## src/rtl/simd_seq_pkg.sv

```systemverilog
// Shared types and constants for the simd_cell sequencer.
// State codes, phase length and step-width helpers.
`timescale 1ns/1ps
package simd_seq_pkg;

  typedef logic [2:0] state_t;

  localparam state_t S_IDLE  = 3'd0;
  localparam state_t S_LOAD  = 3'd1;
  localparam state_t S_RUN   = 3'd2;
  localparam state_t S_DRAIN = 3'd3;
  localparam state_t S_DONE  = 3'd4;

  // Step count needs one extra bit so 2^DIM_B itself is representable.
  localparam int STEP_EXTRA = 1;

  function automatic int phase_len(input int w);
    return 1 << w;
  endfunction

  function automatic int step_w(input int dim_b);
    return dim_b + STEP_EXTRA;
  endfunction

endpackage

```

## src/rtl/simd_phase_cnt.sv

```systemverilog
// Up-counter with enable, sync clear and a last-cycle flag.
// Serves both the temporal phase and the drain interval.
`timescale 1ns/1ps
module simd_phase_cnt
  import simd_seq_pkg::*;
#(
  parameter int W = 8
) (
  input  logic         clk,
  input  logic         rst_n,
  input  logic         en,
  input  logic         clr,
  input  logic [W-1:0] limit,
  output logic         last
);

  logic [W-1:0] cnt;

  always_ff @(posedge clk or negedge rst_n) begin
    if (!rst_n) begin
      cnt <= '0;
    end else if (clr) begin
      cnt <= '0;
    end else if (en) begin
      cnt <= cnt + W'(1);
    end
  end

  assign last = en && (cnt == limit);

endmodule

```

## src/rtl/simd_seq_ctrl.sv

```systemverilog
// Job sequencer for one simd_cell temporal-unary MAC array.
// Optional stall counter: define SIMD_SEQ_CTRL_PERF_EN.
`timescale 1ns/1ps
module simd_seq_ctrl
  import simd_seq_pkg::*;
#(
  parameter int INPUT_WIDTH  = 8,
  parameter int DIM_B        = 4,
  parameter int DRAIN_CYCLES = 3
) (
  input  logic             clk,
  input  logic             rst_n,
  input  logic             start,
  input  logic [DIM_B:0]   cfg_steps,
  input  logic             op_valid,
  output logic             op_ready,
  output logic             op_load,
  output logic             cell_en,
  output logic             cell_clr,
  output logic             res_valid,
  input  logic             res_ready,
  output logic             busy,
  output logic [DIM_B-1:0] step_idx
`ifdef SIMD_SEQ_CTRL_PERF_EN
  ,
  output logic [31:0]      stall_cnt
`endif
);

  localparam int STEP_W = step_w(DIM_B);
  localparam int PLEN   = phase_len(INPUT_WIDTH);

  localparam logic [INPUT_WIDTH-1:0] PHASE_LAST =
    INPUT_WIDTH'(PLEN - 1);
  localparam logic [INPUT_WIDTH-1:0] DRAIN_LAST =
    INPUT_WIDTH'(DRAIN_CYCLES - 1);
  localparam logic [STEP_W-1:0] MAX_STEPS =
    STEP_W'(1) << DIM_B;

  state_t state;
  state_t state_d;

  logic [STEP_W-1:0]      steps;
  logic [INPUT_WIDTH-1:0] cnt_limit;
  logic cnt_en;
  logic cnt_clr;
  logic cnt_last;
  logic start_ok;
  logic accept;
  logic final_step;

  assign start_ok = start
    && (cfg_steps != '0)
    && (cfg_steps <= MAX_STEPS);

  assign accept = (state == S_LOAD) && op_valid;

  assign final_step =
    ({1'b0, step_idx} == (steps - STEP_W'(1)));

  assign cnt_en = (state == S_RUN)
    || (state == S_DRAIN);

  assign cnt_limit = (state == S_DRAIN)
    ? DRAIN_LAST : PHASE_LAST;

  // Entering RUN or leaving a phase/drain restarts the count.
  assign cnt_clr = accept || cnt_last;

  simd_phase_cnt #(
    .W (INPUT_WIDTH)
  ) u_phase_cnt (
    .clk   (clk),
    .rst_n (rst_n),
    .en    (cnt_en),
    .clr   (cnt_clr),
    .limit (cnt_limit),
    .last  (cnt_last)
  );

  always_comb begin
    state_d = state;
    case (state)
      S_IDLE:  if (start_ok) state_d = S_LOAD;
      S_LOAD:  if (op_valid) state_d = S_RUN;
      S_RUN: begin
        if (cnt_last)
          state_d = final_step ? S_DRAIN : S_LOAD;
      end
      S_DRAIN: if (cnt_last) state_d = S_DONE;
      S_DONE:  if (res_ready) state_d = S_IDLE;
      default: state_d = S_IDLE;
    endcase
  end

  always_ff @(posedge clk or negedge rst_n) begin
    if (!rst_n) begin
      state    <= S_IDLE;
      steps    <= '0;
      step_idx <= '0;
      op_load  <= 1'b0;
      cell_clr <= 1'b0;
    end else begin
      state    <= state_d;
      op_load  <= accept;
      cell_clr <= (state == S_DONE) && res_ready;
      if ((state == S_IDLE) && start_ok) begin
        steps    <= cfg_steps;
        step_idx <= '0;
      end else if ((state == S_RUN) && cnt_last
                   && !final_step) begin
        step_idx <= step_idx + DIM_B'(1);
      end
    end
  end

  assign op_ready  = (state == S_LOAD);
  assign res_valid = (state == S_DONE);
  assign cell_en   = (state == S_RUN);
  assign busy      = (state != S_IDLE);

`ifdef SIMD_SEQ_CTRL_PERF_EN
  logic stall;

  assign stall = ((state == S_LOAD) && !op_valid)
    || ((state == S_DONE) && !res_ready);

  always_ff @(posedge clk or negedge rst_n) begin
    if (!rst_n) begin
      stall_cnt <= '0;
    end else if ((state == S_IDLE) && start_ok) begin
      stall_cnt <= '0;
    end else if (stall && (stall_cnt != '1)) begin
      stall_cnt <= stall_cnt + 32'd1;
    end
  end
`endif

endmodule

```

## config.mk

```make
export PLATFORM = sky130hd
export DESIGN_NAME = simd_seq_ctrl
export DESIGN_NICKNAME = d
export VERILOG_FILES = /design/src/rtl/simd_seq_pkg.sv /design/src/rtl/simd_phase_cnt.sv /design/src/rtl/simd_seq_ctrl.sv
export SDC_FILE = /design/constraint.sdc
export NUM_CORES = 1
export LEC_CHECK = 0
export CAP_MARGIN = 20
export CORE_MARGIN = 4
export CORE_UTILIZATION = 52
export CTS_CLUSTER_SIZE = 25
export DETAILED_ROUTE_END_ITERATION = 12
export PLACE_DENSITY_LB_ADDON = 0.25
export SLEW_MARGIN = 20
export SYNTH_ARGS = -nofsm -noshare
export SYNTH_HDL_FRONTEND = slang
export SYNTH_SLANG_ARGS = --single-unit
```

## constraint.sdc

```tcl
create_clock -name clk -period 2.65 [get_ports clk]
set_input_delay 0.3975 -clock clk [delete_from_list [all_inputs] [get_ports clk]]
set_output_delay 0.3975 -clock clk [all_outputs]
set_load 0.03 [all_outputs]
```

==> results of run 1 <==
[where the power goes]
part / switching (uW) / internal (uW) / leakage, uW / total [uW]
registers: 147 / 449 / 0.000285 / 597
logic: 406 / 374 / 0.000335 / 781
clock network: 93.6 / 83.7 / 0.0000210 / 177
total: 647 / 907 / 0.000641 / 1550
[cells by family after synthesis]
group                      after synthesis  share of synthesized area
buffers and inverters                    6                    0.02459
AOI/OAI and AO/OA                       17                     0.1055
xor gates and xnor gates                13                    0.09324
muxes                                    6                    0.05430
adders and majority gates                3                    0.03074
DFF                                     22                     0.4508
and+or+nand+nor                         46                     0.2408
[registers in the layout (all words and copies together), names as in the netlist]
name	flops
step_idx	4
steps	5
op_load	1
u_phase_cnt.cnt	8
state	3
cell_clr	1
[cells in the final DEF, fill, tap and decap left out, drive strengths merged, types with 5 or more instances in the layout]
cell and instances:
dfrtp 22, clkdlybuf4s50 19, nor2 10, xnor2 8
nand2 7, inv 5, a21oi 5, mux2 5
xor2 5
[critical path: stages (launching register included)]
cell and delay [ns]:
dfrtp_1 0.44, and2b_1 0.24, and2b_4 0.19, clkdlybuf4s50_1 0.67
[area by class of cell]
class / instances / area [um2] / area share
repair buffers: 21 / 205.2 / 0.1380
well taps: 28 / 35.03 / 0.02357
multi-input cells: 85 / 640.6 / 0.4310
flip-flops and latches: 22 / 550.5 / 0.3704
inverters: 5 / 18.77 / 0.01263
clock buffers: 4 / 36.28 / 0.02441
[how the worst max path moves through the flow]
stage / cells after the start / to / slack [ns]
floorplan: 7 / step_idx[3] / 0.77
global route: 3 / cell_en / 0.34
finish: 3 / cell_en / 0.42
CTS: 3 / cell_en / 0.41
detailed placement: 6 / steps[1] / 0.37
global placement: 6 / steps[0] / 0.43
[metrics by stage]
step / cells / total power (uW) / instance area [um2] / utilization
floorplan: 113 / 1165 / 1221 / -
global placement: 161 / 1357 / 1450 / 0.6493
detailed placement: 161 / 1387 / 1450 / 0.6493
CTS: 165 / 1568 / 1486 / 0.6655
global route: 165 / 1679 / 1486 / 0.6655
finish: 165 / 1555 / 1486 / 0.6655
[layer usage]
metal | track usage | routed length, um
met4 | 0.03729 | 17
met2 | 0.2624 | 1136
met1 | 0.1933 | 1031
met3 | 0.05057 | 126
met5 | 0 | 0
==> results.cfg, run 1 <==
[placed_design]
dpl.hpwl_mm = 1.744
place_congestion = 0.7795
post-place-ws_ns = 0.3735
io_buffer_count = 19

[clock_tree]
cts_setup_buffers = 0
cts.root.buffer_cell = clkbuf_4
htree_levels = 1
cts.sinks = 22
cts-resized-gates = 0
clkTransAtPathRegs_ns = 0.11
cts_tree = yes
hold_buffers = 0
clock_path_buffers = 2
cts_made_buffers = 3
clkLatencyLatePin_ns = 0.30

[yosys]
yosysUniqueCellTypes = 38
postSynthAreaPerCell_um2 = 10.81
postSynthCellCount = 113
synthTopCellsByCount = dfrtp_1 (22), nor2_1 (9), xnor2_1 (8)
synthArstFlopShare = 1.000
synth_area_leaders = dfrtp_1 (45%), xnor2_1 (5.7%), mux2_2 (4.6%)
yosysTopAreaCell = dfrtp_1
synth-edff-count = 0
synth_ff_type = dfrtp_1
synth-seq-cells = 22
yosysWarnings = 0
syn_nets = 126
syn-cell-area_mm2 = 0.001221
netlist.area_leader.share = 0.4508
synth_most_common_cell = dfrtp_1
yosysSeqAreaShare = 0.4508

[timing]
slew_violations = 0
fin_crit_ns = 2.232
final-setup-viol-count = 0
max_slew.worst_pin.slew_ns = 0.4818
skew_ns = 0.002541
period_share = 0.8423
rsz0062_at_grt = no
finalHoldViolations = 0
final.setup.worst_slack_ns = 0.4180
max_freq_ghz = 0.4480
relSlewSlack = 0.6788
timing.hold.ws_ns = 0.4341
fin_setup_tns_ns = 0

[layout]
layout-drive-gt1-share = 0.1168
area_growth_pct = 21.72
antennaDiodeCount = 0
nNetsFinal = 151
fillers = 173

[setup_path]
critPathLaunchType = register
r2r-end = step_idx[3]
worstSetupPathType = reg -> out
endpoint_kind = output port
cp.required_ns = 2.25
crit_fanout = 6
rrSetupSlack_ns = 0.60
arrival_ns = 1.83
regToRegStartpoint = steps[0]
rr_worst_depth = 7
worstSetupStartpoint = state[2]

[die]
core_mm2 = 0.002233
io_pins = 20
die_area_mm2 = 0.003188
die_h_um = 56.46
start_util = 0.5468
die_w_um = 56.46
rows = 17

[power]
ir_drop_mv = 0.6091
power_density_mw_per_mm2 = 1046
p_leak_uw = 0.0006411

[run_status]
status = completed

[global_routing]
grt_pass1_vias = 905
grt_max_degree = 23
grtUsageTotal = 0.1563
grt_pass1_wl_mm = 4.008
gr-total-overflow = 0
antenna_found_initial = 0

[detailed_routing]
drc = 0
postRouteAntennaNets = 0
vias = 908
totalWireLength_mm = 2.312
drt_iter0_drc = 16
viasPerCell = 5.503
drt_pass1_iterations = 4
wl_per_cell_um = 14.01

[worst_hold_path]
hp-class = in -> async

[job]
max_cap_viol_count = 0
Note: power is estimated with default switching activity, not from simulation.
==> run 2: changes to the inputs <==
Clock period 2.65 ns to 2.1 ns, I/O delays scaled along.
==> results.cfg, run 2 (synthesis results as in run 1) <==
[detailed_routing]
viasPerCell = 5.606
wl_per_cell_um = 14.93
totalWireLength_mm = 2.538
drt_iter0_drc = 30
vias = 953
postRouteAntennaNets = 0
drt_pass1_iterations = 6
drc = 0

[power]
p_total_uw = 2066
ir_drop_mv = 0.8018
power_density_mw_per_mm2 = 1336
p_leak_uw = 0.0007026

[setup_path]
cp.required_ns = 2.34
slowest_delay_ns = 0.52
crit_fanout = 9
critPathLaunchType = register
worstSetupPathType = reg -> reg
arrival_ns = 2.23
endpoint_kind = register
crit_chain = inv_1 > ha_1 > and4bb_1 > a22oi_2 > a2111oi_4 > or4_1 > a21oi_1
slowest_stage = or4_1

[clock_tree]
htree_levels = 1
cts_tree = yes
clkLatencyLatePin_ns = 0.31
clkTransAtPathRegs_ns = 0.12
clock_path_buffers = 2
cts.sinks = 22
hold_buffers = 0
cts_made_buffers = 3
cts.root.buffer_cell = clkbuf_4

[layout]
stdcell_area_mm2 = 0.001546
top_register = u_phase_cnt.cnt
layout_commonest_cell = dfrtp_1
instances_no_fill = 170
antennaDiodeCount = 0
mostFrequentLayoutCells = dfrtp_1 (21), clkdlybuf4s50_1 (15), nor2_1 (9)
largest_reg_flops = 8
area_growth_pct = 26.64
layout-drive-gt1-share = 0.1690
nNetsFinal = 156
reg_top3 = u_phase_cnt.cnt (8), steps (5), step_idx (4)

[die]
core_mm2 = 0.002233
rows = 17
die_area_mm2 = 0.003188
io_pins = 20
start_util = 0.5468
die_h_um = 56.46
die_w_um = 56.46

[timing]
skew_ns = 0.004860
relSlewSlack = 0.6709
final-setup-viol-count = 0
finalHoldViolations = 0
period_share = 0.9479
final.setup.worst_slack_ns = 0.1095
max_slew.worst_pin.slew_ns = 0.4937
fin_crit_ns = 1.991
rsz0062_at_grt = no
max_freq_ghz = 0.5024
slew_violations = 0

[run_status]
status = completed

[global_routing]
grtUsageTotal = 0.1668
grt_pass1_vias = 920
grt_pass1_wl_mm = 4.291
met3_usage = 0.04138
grt_max_degree = 23
grt.busiest_layer = met2
grt_util_met2 = 0.2739
gr-total-overflow = 0
met1_usage = 0.2195
antenna_found_initial = 0

[placed_design]
dp.cells = 163
dpl.hpwl_mm = 1.874
post-place-ws_ns = -0.01491
io_buffer_count = 19
post_dp_cell_area_mm2 = 0.001465
place_congestion = 0.7701

[worst_hold_path]
hp-class = in -> async

[job]
max_cap_viol_count = 0
run 2: cell types whose count changed in the layout (fill, tap and decap cells not counted), moves of 2 or more:
| cell | delta |
|---|---|
| buf_4 | +5 |
| clkdlybuf4s50_1 | -4 |
| dlygate4sd2_1 | +2 |
| dlymetal6s2s_1 | +2 |
run 2: timing repair:
action	4_1_cts	5_1_grt
pin swaps	0	5
gates resized for setup	2	7
setup buffers	0	3
setup endpoints to repair	2	11
endpoints found under the hold margin	0	0
run 2: metal layers:
layer  part of all wire  wire length (um)  up-vias
met5                  0                 0        -
met4             0.0095                24        0
met3              0.038                97        4
met2               0.51              1296       22
met1               0.44              1119      459
li1                   -                 -      468
run 2: path summary, 6_finish.rpt:
path                          start                 end  depth (start not counted)  slack (ns)
hold reg to reg            state[2]            state[0]                          1        0.53
hold / removal                rst_n             op_load                          2        0.35
setup reg to reg           steps[1]         step_idx[3]                          7        0.11
min in group clk           state[2]            state[0]                          1        0.53
max in group asynchronous     rst_n  u_phase_cnt.cnt[3]                          2        1.51
setup / recovery           steps[1]         step_idx[3]                          7        0.11
run 2: critical path: cells and delay by family (launching register included):
family | cells | cell delay [ns]
buffers and inverters | 1 | 0.05
adders and majority gates | 1 | 0.22
AOI/OAI and AO/OA | 3 | 0.54
DFF | 1 | 0.38
and+or+nand+nor | 2 | 0.73
run 2: layout make-up:
class | instances | area [um2]
timing repair buffer | 26 | 245.2
inverter | 5 | 18.77
clock buffer | 4 | 36.28
sequential | 22 | 551.8
fill | 183 | 686.9
tap | 28 | 35.03
multi-input combinational | 85 | 659.4
run 2: stage by stage:
step,TNS [ns],hold slack [ns],util
3_3_place_gp,0,0.4982,0.6560
2_1_floorplan,0,0.01941,-
3_5_place_dp,-0.04094,0.5112,0.6560
4_1_cts,0,0.3632,0.6711
5_1_grt,0,0.3651,0.6924
6_report,0,0.3489,0.6924
run 2: power by group:
| group | leakage (uW) | internal, uW | switching (uW) |
|---|---|---|---|
| Clock | 0.0000210 | 106 | 126 |
| Sequential | 0.000283 | 568 | 188 |
| Combinational | 0.000398 | 513 | 565 |
| Total | 0.000703 | 1190 | 880 |
